<file path="config.mk">
export PLATFORM = sky130hd
export DESIGN_NAME = mem_responder
export DESIGN_NICKNAME = d
export VERILOG_FILES = /design/src/rtl/mem_pkg.sv /design/src/rtl/mem_array.sv /design/src/rtl/mem_responder.sv
export SDC_FILE = /design/constraint.sdc
export NUM_CORES = 2
export LEC_CHECK = 0
export CAP_MARGIN = 20
export CORE_ASPECT_RATIO = 1.25
export CORE_MARGIN = 8
export CORE_UTILIZATION = 55
export DETAILED_ROUTE_END_ITERATION = 10
export MAX_ROUTING_LAYER = met4
export PLACE_DENSITY = 0.7
export SETUP_SLACK_MARGIN = 0.05
export SYNTH_ARGS = -nofsm -noshare
export SYNTH_HDL_FRONTEND = slang
export SYNTH_SLANG_ARGS = --single-unit
</file>
<file path="constraint.sdc">
create_clock -name clk -period 14.4 [get_ports clk]
set_input_delay 1.44 -clock clk [delete_from_list [all_inputs] [get_ports clk]]
set_output_delay 1.44 -clock clk [all_outputs]
set_load 0.01 [all_outputs]
</file>
<file path="src/rtl/mem_pkg.sv">
// Shared types and helpers for the unified memory responder.
// Holds the FSM state encoding and the address legality check.
package mem_pkg;

    typedef enum logic [1:0] {
        IDLE = 2'd0,
        WAIT = 2'd1,
        RESP = 2'd2
    } state_t;

    localparam int WORD_W = 32;
    localparam int BE_W   = 4;
    localparam int MAX_AW = 64;

    // Word-aligned and inside the array; addr is zero-extended by the caller.
    function automatic logic addr_ok(
        input logic [MAX_AW-1:0] addr,
        input int unsigned       depth
    );
        logic [MAX_AW-1:0] idx;
        idx = addr >> 2;
        return (addr[1:0] == 2'b00) && (idx < MAX_AW'(depth));
    endfunction

endpackage

</file>
<file path="src/rtl/mem_array.sv">
// Single-port synchronous RAM with byte-write mask.
// Read register clears on reset or on a rejected read.
module mem_array
    import mem_pkg::*;
#(
    parameter int DEPTH = 64,
    parameter int IW    = 6
) (
    input  logic              clk_i,
    input  logic              rst_ni,
    input  logic [IW-1:0]     addr_i,
    input  logic              we_i,
    input  logic [BE_W-1:0]   be_i,
    input  logic [WORD_W-1:0] wdata_i,
    input  logic              re_i,
    input  logic              clr_i,
    output logic [WORD_W-1:0] rdata_o
);

    logic [WORD_W-1:0] mem [DEPTH];
    logic [WORD_W-1:0] rdata_q;

    always_ff @(posedge clk_i) begin
        if (we_i) begin
            for (int b = 0; b < BE_W; b++) begin
                if (be_i[b]) begin
                    mem[addr_i][8*b +: 8] <= wdata_i[8*b +: 8];
                end
            end
        end
    end

    always_ff @(posedge clk_i or negedge rst_ni) begin
        if (!rst_ni) begin
            rdata_q <= '0;
        end else if (clr_i) begin
            rdata_q <= '0;
        end else if (re_i) begin
            rdata_q <= mem[addr_i];
        end
    end

    assign rdata_o = rdata_q;

endmodule

</file>
<file path="src/rtl/mem_responder.sv">
// Unified I/D memory responder: one request at a time, fixed wait states.
// Optional byte-enabled writes when MEMRESP_BYTE_EN_EN is defined.
module mem_responder
    import mem_pkg::*;
#(
    parameter int DEPTH_WORDS = 64,
    parameter int WAIT_STATES = 2,
    parameter int ADDR_W      = 32
) (
    input  logic              clk,
    input  logic              reset,
    input  logic              req,
    input  logic              we,
    input  logic [ADDR_W-1:0] addr,
    input  logic [WORD_W-1:0] wdata,
`ifdef MEMRESP_BYTE_EN_EN
    input  logic [BE_W-1:0]   be,
`endif
    output logic [WORD_W-1:0] rdata,
    output logic              ready,
    output logic              err,
    output logic              busy
);

    localparam int IW = $clog2(DEPTH_WORDS);
    localparam int CW = 4;

    state_t            state_q, state_d;
    logic [CW-1:0]     cnt_q, cnt_d;
    logic [ADDR_W-1:0] addr_q, addr_d;
    logic              we_q, we_d;
    logic [WORD_W-1:0] wdata_q, wdata_d;
    logic [BE_W-1:0]   be_q;

    logic              cap;
    logic [ADDR_W-1:0] cur_addr;
    logic              cur_we;
    logic              ok_q, ok_cur;
    logic              rd_go, wr_en;
    logic [IW-1:0]     ram_idx;

    assign cap      = (state_q == IDLE) && req;
    assign cur_addr = cap ? addr : addr_q;
    assign cur_we   = cap ? we : we_q;
    assign ok_q     = addr_ok(MAX_AW'(addr_q), DEPTH_WORDS);
    assign ok_cur   = addr_ok(MAX_AW'(cur_addr), DEPTH_WORDS);

    always_ff @(posedge clk or negedge reset) begin
        if (!reset) begin
            state_q <= IDLE;
            cnt_q   <= '0;
            addr_q  <= '0;
            we_q    <= 1'b0;
            wdata_q <= '0;
        end else begin
            state_q <= state_d;
            cnt_q   <= cnt_d;
            addr_q  <= addr_d;
            we_q    <= we_d;
            wdata_q <= wdata_d;
        end
    end

`ifdef MEMRESP_BYTE_EN_EN
    always_ff @(posedge clk or negedge reset) begin
        if (!reset) begin
            be_q <= '0;
        end else if (cap) begin
            be_q <= be;
        end
    end
`else
    assign be_q = '1;
`endif

    always_comb begin
        state_d = state_q;
        cnt_d   = cnt_q;
        addr_d  = addr_q;
        we_d    = we_q;
        wdata_d = wdata_q;
        unique case (state_q)
            IDLE: begin
                if (req) begin
                    addr_d  = addr;
                    we_d    = we;
                    wdata_d = wdata;
                    cnt_d   = CW'(WAIT_STATES);
                    state_d = (WAIT_STATES > 0) ? WAIT : RESP;
                end
            end
            WAIT: begin
                cnt_d = cnt_q - 1'b1;
                if (cnt_q == CW'(1)) begin
                    state_d = RESP;
                end
            end
            RESP:    state_d = IDLE;
            default: state_d = IDLE;
        endcase
    end

    // Reads land in the RAM register on the edge entering RESP;
    // writes commit on the edge leaving it, so the port never collides.
    assign rd_go   = (state_d == RESP) && (state_q != RESP) && !cur_we;
    assign wr_en   = (state_q == RESP) && we_q && ok_q;
    assign ram_idx = wr_en ? addr_q[IW+1:2] : cur_addr[IW+1:2];

    always_comb begin
        ready = (state_q == RESP);
        err   = (state_q == RESP) && !ok_q;
        busy  = (state_q != IDLE);
    end

    mem_array #(
        .DEPTH (DEPTH_WORDS),
        .IW    (IW)
    ) u_array (
        .clk_i   (clk),
        .rst_ni  (reset),
        .addr_i  (ram_idx),
        .we_i    (wr_en),
        .be_i    (be_q),
        .wdata_i (wdata_q),
        .re_i    (rd_go && ok_cur),
        .clr_i   (rd_go && !ok_cur),
        .rdata_o (rdata)
    );

endmodule

</file>
### Word level (Yosys, flattened, before mapping)

Memory sizes are Yosys's and may differ from the RTL's.
Index checks and enable logic that the tools add are counted.

* RAM bits: 2048
* word-level logic and storage cells: 49
* register bits after elaboration: 103
* output and inout port bits: 35
* memories: 1

* reductions and logical operators: 21
* $add $sub $neg: 1
* equality and inequality tests: 6
* $lt $le $gt $ge: 2
* mux-type cells: 12

Memories
* u_array.mem: depth 64, bits a word 32, read ports 1, clocked after Yosys merged registers in 0, wr ports 1, RTL line mem_array.sv:20 `logic [WORD_W-1:0] mem [DEPTH];`

Operators by type and width (number)
* 32-bit two-way mux: 3
* 30-bit by 7-bit < comparator with 1-bit output (second input constant): 2
* 1-bit logical AND: 10
* 4-bit case mux with 2 select lines: 1
* 2-bit zero test: 3
* 6-bit two-way mux: 1
* 2-bit nonzero test: 3
* 2-bit equality test (second input constant): 2
* 4-bit by 1-bit equality test with 1-bit output (second input constant): 1
* 2-bit two-way mux: 2
* 4-bit two-way mux: 1
* 2-bit != test (second input constant): 2
* 2-bit case mux with 2 select lines: 1
* 2-bit AND reduction: 2
* 4-bit by 1-bit subtractor with 4-bit output (second input constant): 1
* 1-bit zero test: 3
* 1-bit two-way mux: 3
* 2-bit by 1-bit equality test with 1-bit output (second input constant): 1

### Depth between registers and ports, before layout

* depth in word-level cells: 9
* depth in mapped cells: 12
* gate-level depth less buffers: 9

### Modules after synthesis

From an unflattened synthesis, not the netlist that was laid out.

* cell total of the unflattened synthesis: 5122
* area, all modules: 82890.7 µm²

Modules (own cells, without submodules)
* mem_array: cells each 4784, area an instance 79999.2 µm², instances 1, sequential area each 62299.8 µm²
* mem_responder: cells each 338, area an instance 2891.5 µm², instances 1, sequential area each 1776.7 µm²

### Least setup slack after synthesis

OpenSTA, ideal clock, no wires.

* path type: in2reg
* from: input port req
* to: memory u_array.mem[32][0] (enable)
* library setup time: 461 ps
* data required time: 13939 ps
* buffers on the path: 4
* stages: 9
* slack: 8783 ps
* data arrival time: 5156 ps
* path through: or3b_1 > buf_6 > buf_6 > buf_2 > mux2i_2 > inv_1 > nand2_1 > clkbuf_1 > nor3_1

* word-level cells in the longest chain between the ends: 3

Ends and longest elaborated chain
* start, declared: RTL line mem_responder.sv:12 `input logic req,`
* 1-bit logical AND: RTL line mem_responder.sv:42 `assign cap = (state_q == IDLE) && req;`
* 32-bit two-way mux: RTL line mem_responder.sv:43 `assign cur_addr = cap ? addr : addr_q;`
* 6-bit two-way mux: RTL line mem_responder.sv:107 `assign ram_idx = wr_en ? addr_q[IW+1:2] : cur_addr[IW+1:2];`
* end, declared: RTL line mem_array.sv:20

Every way passes these cells.

### Worst setup path after layout

* from: input port req
* to: register u_array.rdata_q[11], in the netlist u_array.rdata_o[11]

* word-level cells in the longest chain between the ends: 7
* elaborated cells on any way between the ends: 20

Ends and longest elaborated chain
* 1-bit logical AND or 2-bit two-way mux (tied branches): RTL line mem_responder.sv:42, mem_responder.sv:84
* 32-bit two-way mux or 2-bit case mux with 2 select lines (tied branches): RTL line mem_responder.sv:43, mem_responder.sv:82
* 30-bit by 7-bit < comparator with 1-bit output, or another cell as far along: RTL line mem_pkg.sv:22 `return (addr[1:0] == 2'b00) && (idx < MAX_AW'(depth));`
* 1-bit logical AND, on equally long branches: RTL line mem_pkg.sv:22, mem_responder.sv:105
* 1-bit zero test or 1-bit logical AND (tied branches): RTL line mem_responder.sv:126, mem_responder.sv:105
* 1-bit logical AND, on equally long branches: RTL line mem_responder.sv:126, mem_responder.sv:125
* 32-bit two-way mux or 2-bit nonzero test (tied branches)
* end signal, assigned: RTL line mem_array.sv:39 `rdata_q <= mem[addr_i];`
* end, declared: RTL line mem_array.sv:21 `logic [WORD_W-1:0] rdata_q;`

Parallel ways exist; a longest one is shown, timed or not. The select of a mux whose other input is x is not followed.
A chain may end at the register's enable or synchronous reset.

==> results.yml <==
sta:
  whs_ns: 0.480
  finalHoldViolCount: 0
  max_freq_mhz: 152
  max_slew.worst_pin.slew_ns: 1.22
  grt_setup_unrepaired: "false"
  skew_ns: 0.0323
  fin_crit_ns: 6.59
  max_slew_margin: 0.184
  setup_tns_ns: 0
  finalSetupViolCount: 0
  min_period_over_period: 0.458
  maxSlewViolCount: 0
detailed_routing:
  wl_per_cell_um: 36.5
  drc: 0
  vias: 48500
  drt-total-wl_mm: 247
  drt-initial-drc-count: 9264
  dr.pass1.iters: 9
  vias_per_cell: 7.15
  antenna_left: 0
clock_network:
  cts_setup_buffers: 0
  cts_sinks: 2151
  cts-resized-gates: 0
  cts_buffers: 190
  clockBufferDepth: 3
  ctsHoldBuffers: 0
  path_clk_slew_ns: 0.06
  cts-root-buf: "clkbuf_16"
  cts_htree_levels: 4
  cts_tree: "yes"
  clk_latency_ns: 0.85
synthesis:
  synth_top_flop_cell: "edfxtp_1"
  synth_top_area_frac: 0.779
  synth_async_sr_flop_share: 0.0479
  ys_seq_area_frac: 0.811
  synthAdderAreaFrac: 0.000317
  synthMuxAreaShare: 0.00882
  synth_top_family_by_area: "compound AO/OA/AOI/OAI gates"
  yosysUniqueCellTypes: 68
  synth_nets: 4632
  synth_xor_area_frac: 0.000111
  yosys_warnings: 0
  synth_area_per_cell_um2: 17.3
  yosys.area_share.simple: 0.0413
  yosysTopAreaCell: "edfxtp_1"
  synth_area_mm2: 0.0790
  synth-edff-count: 2048
  synth_area_leaders: "edfxtp_1 (78%), o22ai_1 (4.6%), dfrtp_1 (3.3%)"
  yosys_register_bits: 2151
  synthCells: 4562
  synth-compound-area-share: 0.118
worst_setup_path:
  critical_path_class: "primary input to flip-flop"
  worstSetupStartpointType: "primary input"
  cp.arrival_ns: 7.31
  cp.required_ns: 15.12
  rr_endpoint: "u_array.rdata_o[11]"
  slowest_stage: "buf_4"
  slowest_delay_ns: 0.75
  worstPathMaxFanout: 115
  crit_path_end_kind: "flip-flop"
  crit_path_frequent_cell: "buf_4"
  r2r-start: "state_q[0]"
  path_cells: "clkdlybuf4s50_1, or3b_4, buf_4, buf_4, mux2i_4, buf_12, buf_4, buf_4, o22ai_1, o41ai_1, nand3_1, o31ai_1"
  r2r_cells: 11
  crit_end: "u_array.rdata_o[11]"
  rrSetupSlack_ns: 8.42
  critPathLaunch: "req"
place:
  portBuffers: 102
  dp.final_hpwl_mm: 130
  place_area_mm2: 0.0828
  gp_congestion: 0.877
  dp.cells: 6385
finish:
  mostFrequentLayoutCells: "edfxtp_1 (2048), o22ai_1 (576), nand2_1 (266)"
  final_common_cell: "edfxtp_1"
  instances_no_fill: 6777
  synthToLayoutAreaGrowth_pct: 13.2
  stdcell_area_mm2: 0.0894
  layout.nets: 4785
  drive_gt1_frac: 0.122
power_and_ir_drop:
  leakage_uw: 0.0286
  irDropWorstVdd_mv: 0.143
  power.density_mw_per_mm2: 203
floorplan:
  core_area_mm2: 0.143
  start_util: 0.553
  die_x_um: 355
  rows: 155
  dieArea_mm2: 0.156
  io_pins: 103
  die_y_um: 440
grt:
  grt_usage: 0.317
  overflow: 0
  grt_max_degree: 124
  grt_pass1_wl_mm: 344
  grt_pass1_vias: 46300
  antenna_found_initial: 14
hold_path:
  hold_path_class: "flip-flop to flip-flop"
run_status:
  status: "complete, no violations"
run:
  cap_violations: 0
## metrics by stage
| stage | util | setup WS [ns] | power, µW |
|---|---|---|---|
| finish | 0.627 | 7.81 | 18100 |
| floorplan | - | 8.78 | 10800 |
| global placement | 0.580 | 7.19 | 12800 |
| CTS | 0.623 | 7.92 | 17900 |
| detailed placement | 0.580 | 7.11 | 12900 |
| global route | 0.626 | 7.70 | 18500 |
## state kept, by name, indices dropped and copies added, names as in the netlist
| register | count |
|---|---|
| addr_q | 32 |
| cnt_q | 4 |
| state_q | 2 |
| u_array.mem | 2048 |
| u_array.rdata_o | 32 |
| wdata_q | 32 |
| we_q | 1 |
## Yosys cell counts (10+ instances only)
| cell type | instances |
|---|---|
| clkbuf_1 | 152 |
| o22ai_1 | 576 |
| nand3_1 | 30 |
| o41ai_1 | 31 |
| o31ai_1 | 106 |
| dfrtp_1 | 103 |
| mux2i_1 | 38 |
| nor2_1 | 141 |
| edfxtp_1 | 2048 |
| nand4_1 | 14 |
| nand2_1 | 266 |
| inv_1 | 67 |
| o22a_1 | 166 |
| o221ai_1 | 167 |
| and3_1 | 20 |
| or3_1 | 16 |
| nand2b_1 | 31 |
| buf_4 | 27 |
| a31oi_1 | 13 |
| buf_2 | 82 |
| o21ai_0 | 98 |
| nor4_1 | 18 |
| buf_1 | 29 |
| a222oi_1 | 16 |
| o2111ai_1 | 27 |
| nor3b_1 | 14 |
| mux2_2 | 17 |
| a2111oi_0 | 10 |
| nor3_1 | 93 |
| a21oi_1 | 42 |
## where the power goes
part	internal, µW	leakage, µW	switching [µW]	total, µW
Combinational	1380	0.00570	3500	4880
Sequential	7790	0.0198	377	8170
Clock	2800	0.00302	2270	5070
## routing by layer
| layer | vias to the layer above | track usage | wire length [µm] |
|---|---|---|---|
| li1 | 19200 | - | - |
| met3 | 736 | 0.0769 | 33000 |
| met5 | - | - | 0 |
| met1 | 24500 | 0.397 | 84600 |
| met2 | 4108 | 0.482 | 115000 |
| met4 | 0 | 0.169 | 14800 |
## critical path, delay by kind of cell
family | cells | cell delay (ns)
AND/OR/NAND/NOR | 2 | 0.47
multiplexers | 1 | 0.36
AO/OA/AOI/OAI | 3 | 1.15
buffers and inverters | 6 | 3.70
## worst min path at each step
stage               start         end  slack (ns)  depth (start not counted)
4_1_cts         addr_q[9]   addr_q[9]        0.48                          2
3_5_place_dp    addr_q[9]   addr_q[9]        0.46                          2
6_report        addr_q[9]   addr_q[9]        0.48                          2
3_3_place_gp    addr_q[0]   addr_q[0]        0.46                          2
2_1_floorplan  addr_q[10]  addr_q[10]        0.45                          2
5_1_grt        addr_q[31]  addr_q[31]        0.51                          2
## cell families after synthesis
kind of cell,after synthesis
buffers and inverters,364
DFF,2151
xor gates and xnor gates,1
AOI/OAI and AO/OA,1295
adders and majority gates,2
muxes,62
and+or+nand+nor,687
## final cells by class
class / instances / area (µm²)
flip-flops and latches: 2151 / 64100
fillers: 9842 / 53300
multi-input cells: 2047 / 14000
clock buffers: 256 / 5210
repair buffers: 257 / 2540
well taps: 1884 / 2360
clock inverters: 103 / 961
inverters: 68 / 255
diodes: 11 / 27.5
Power figures use the tool's default switching activity.
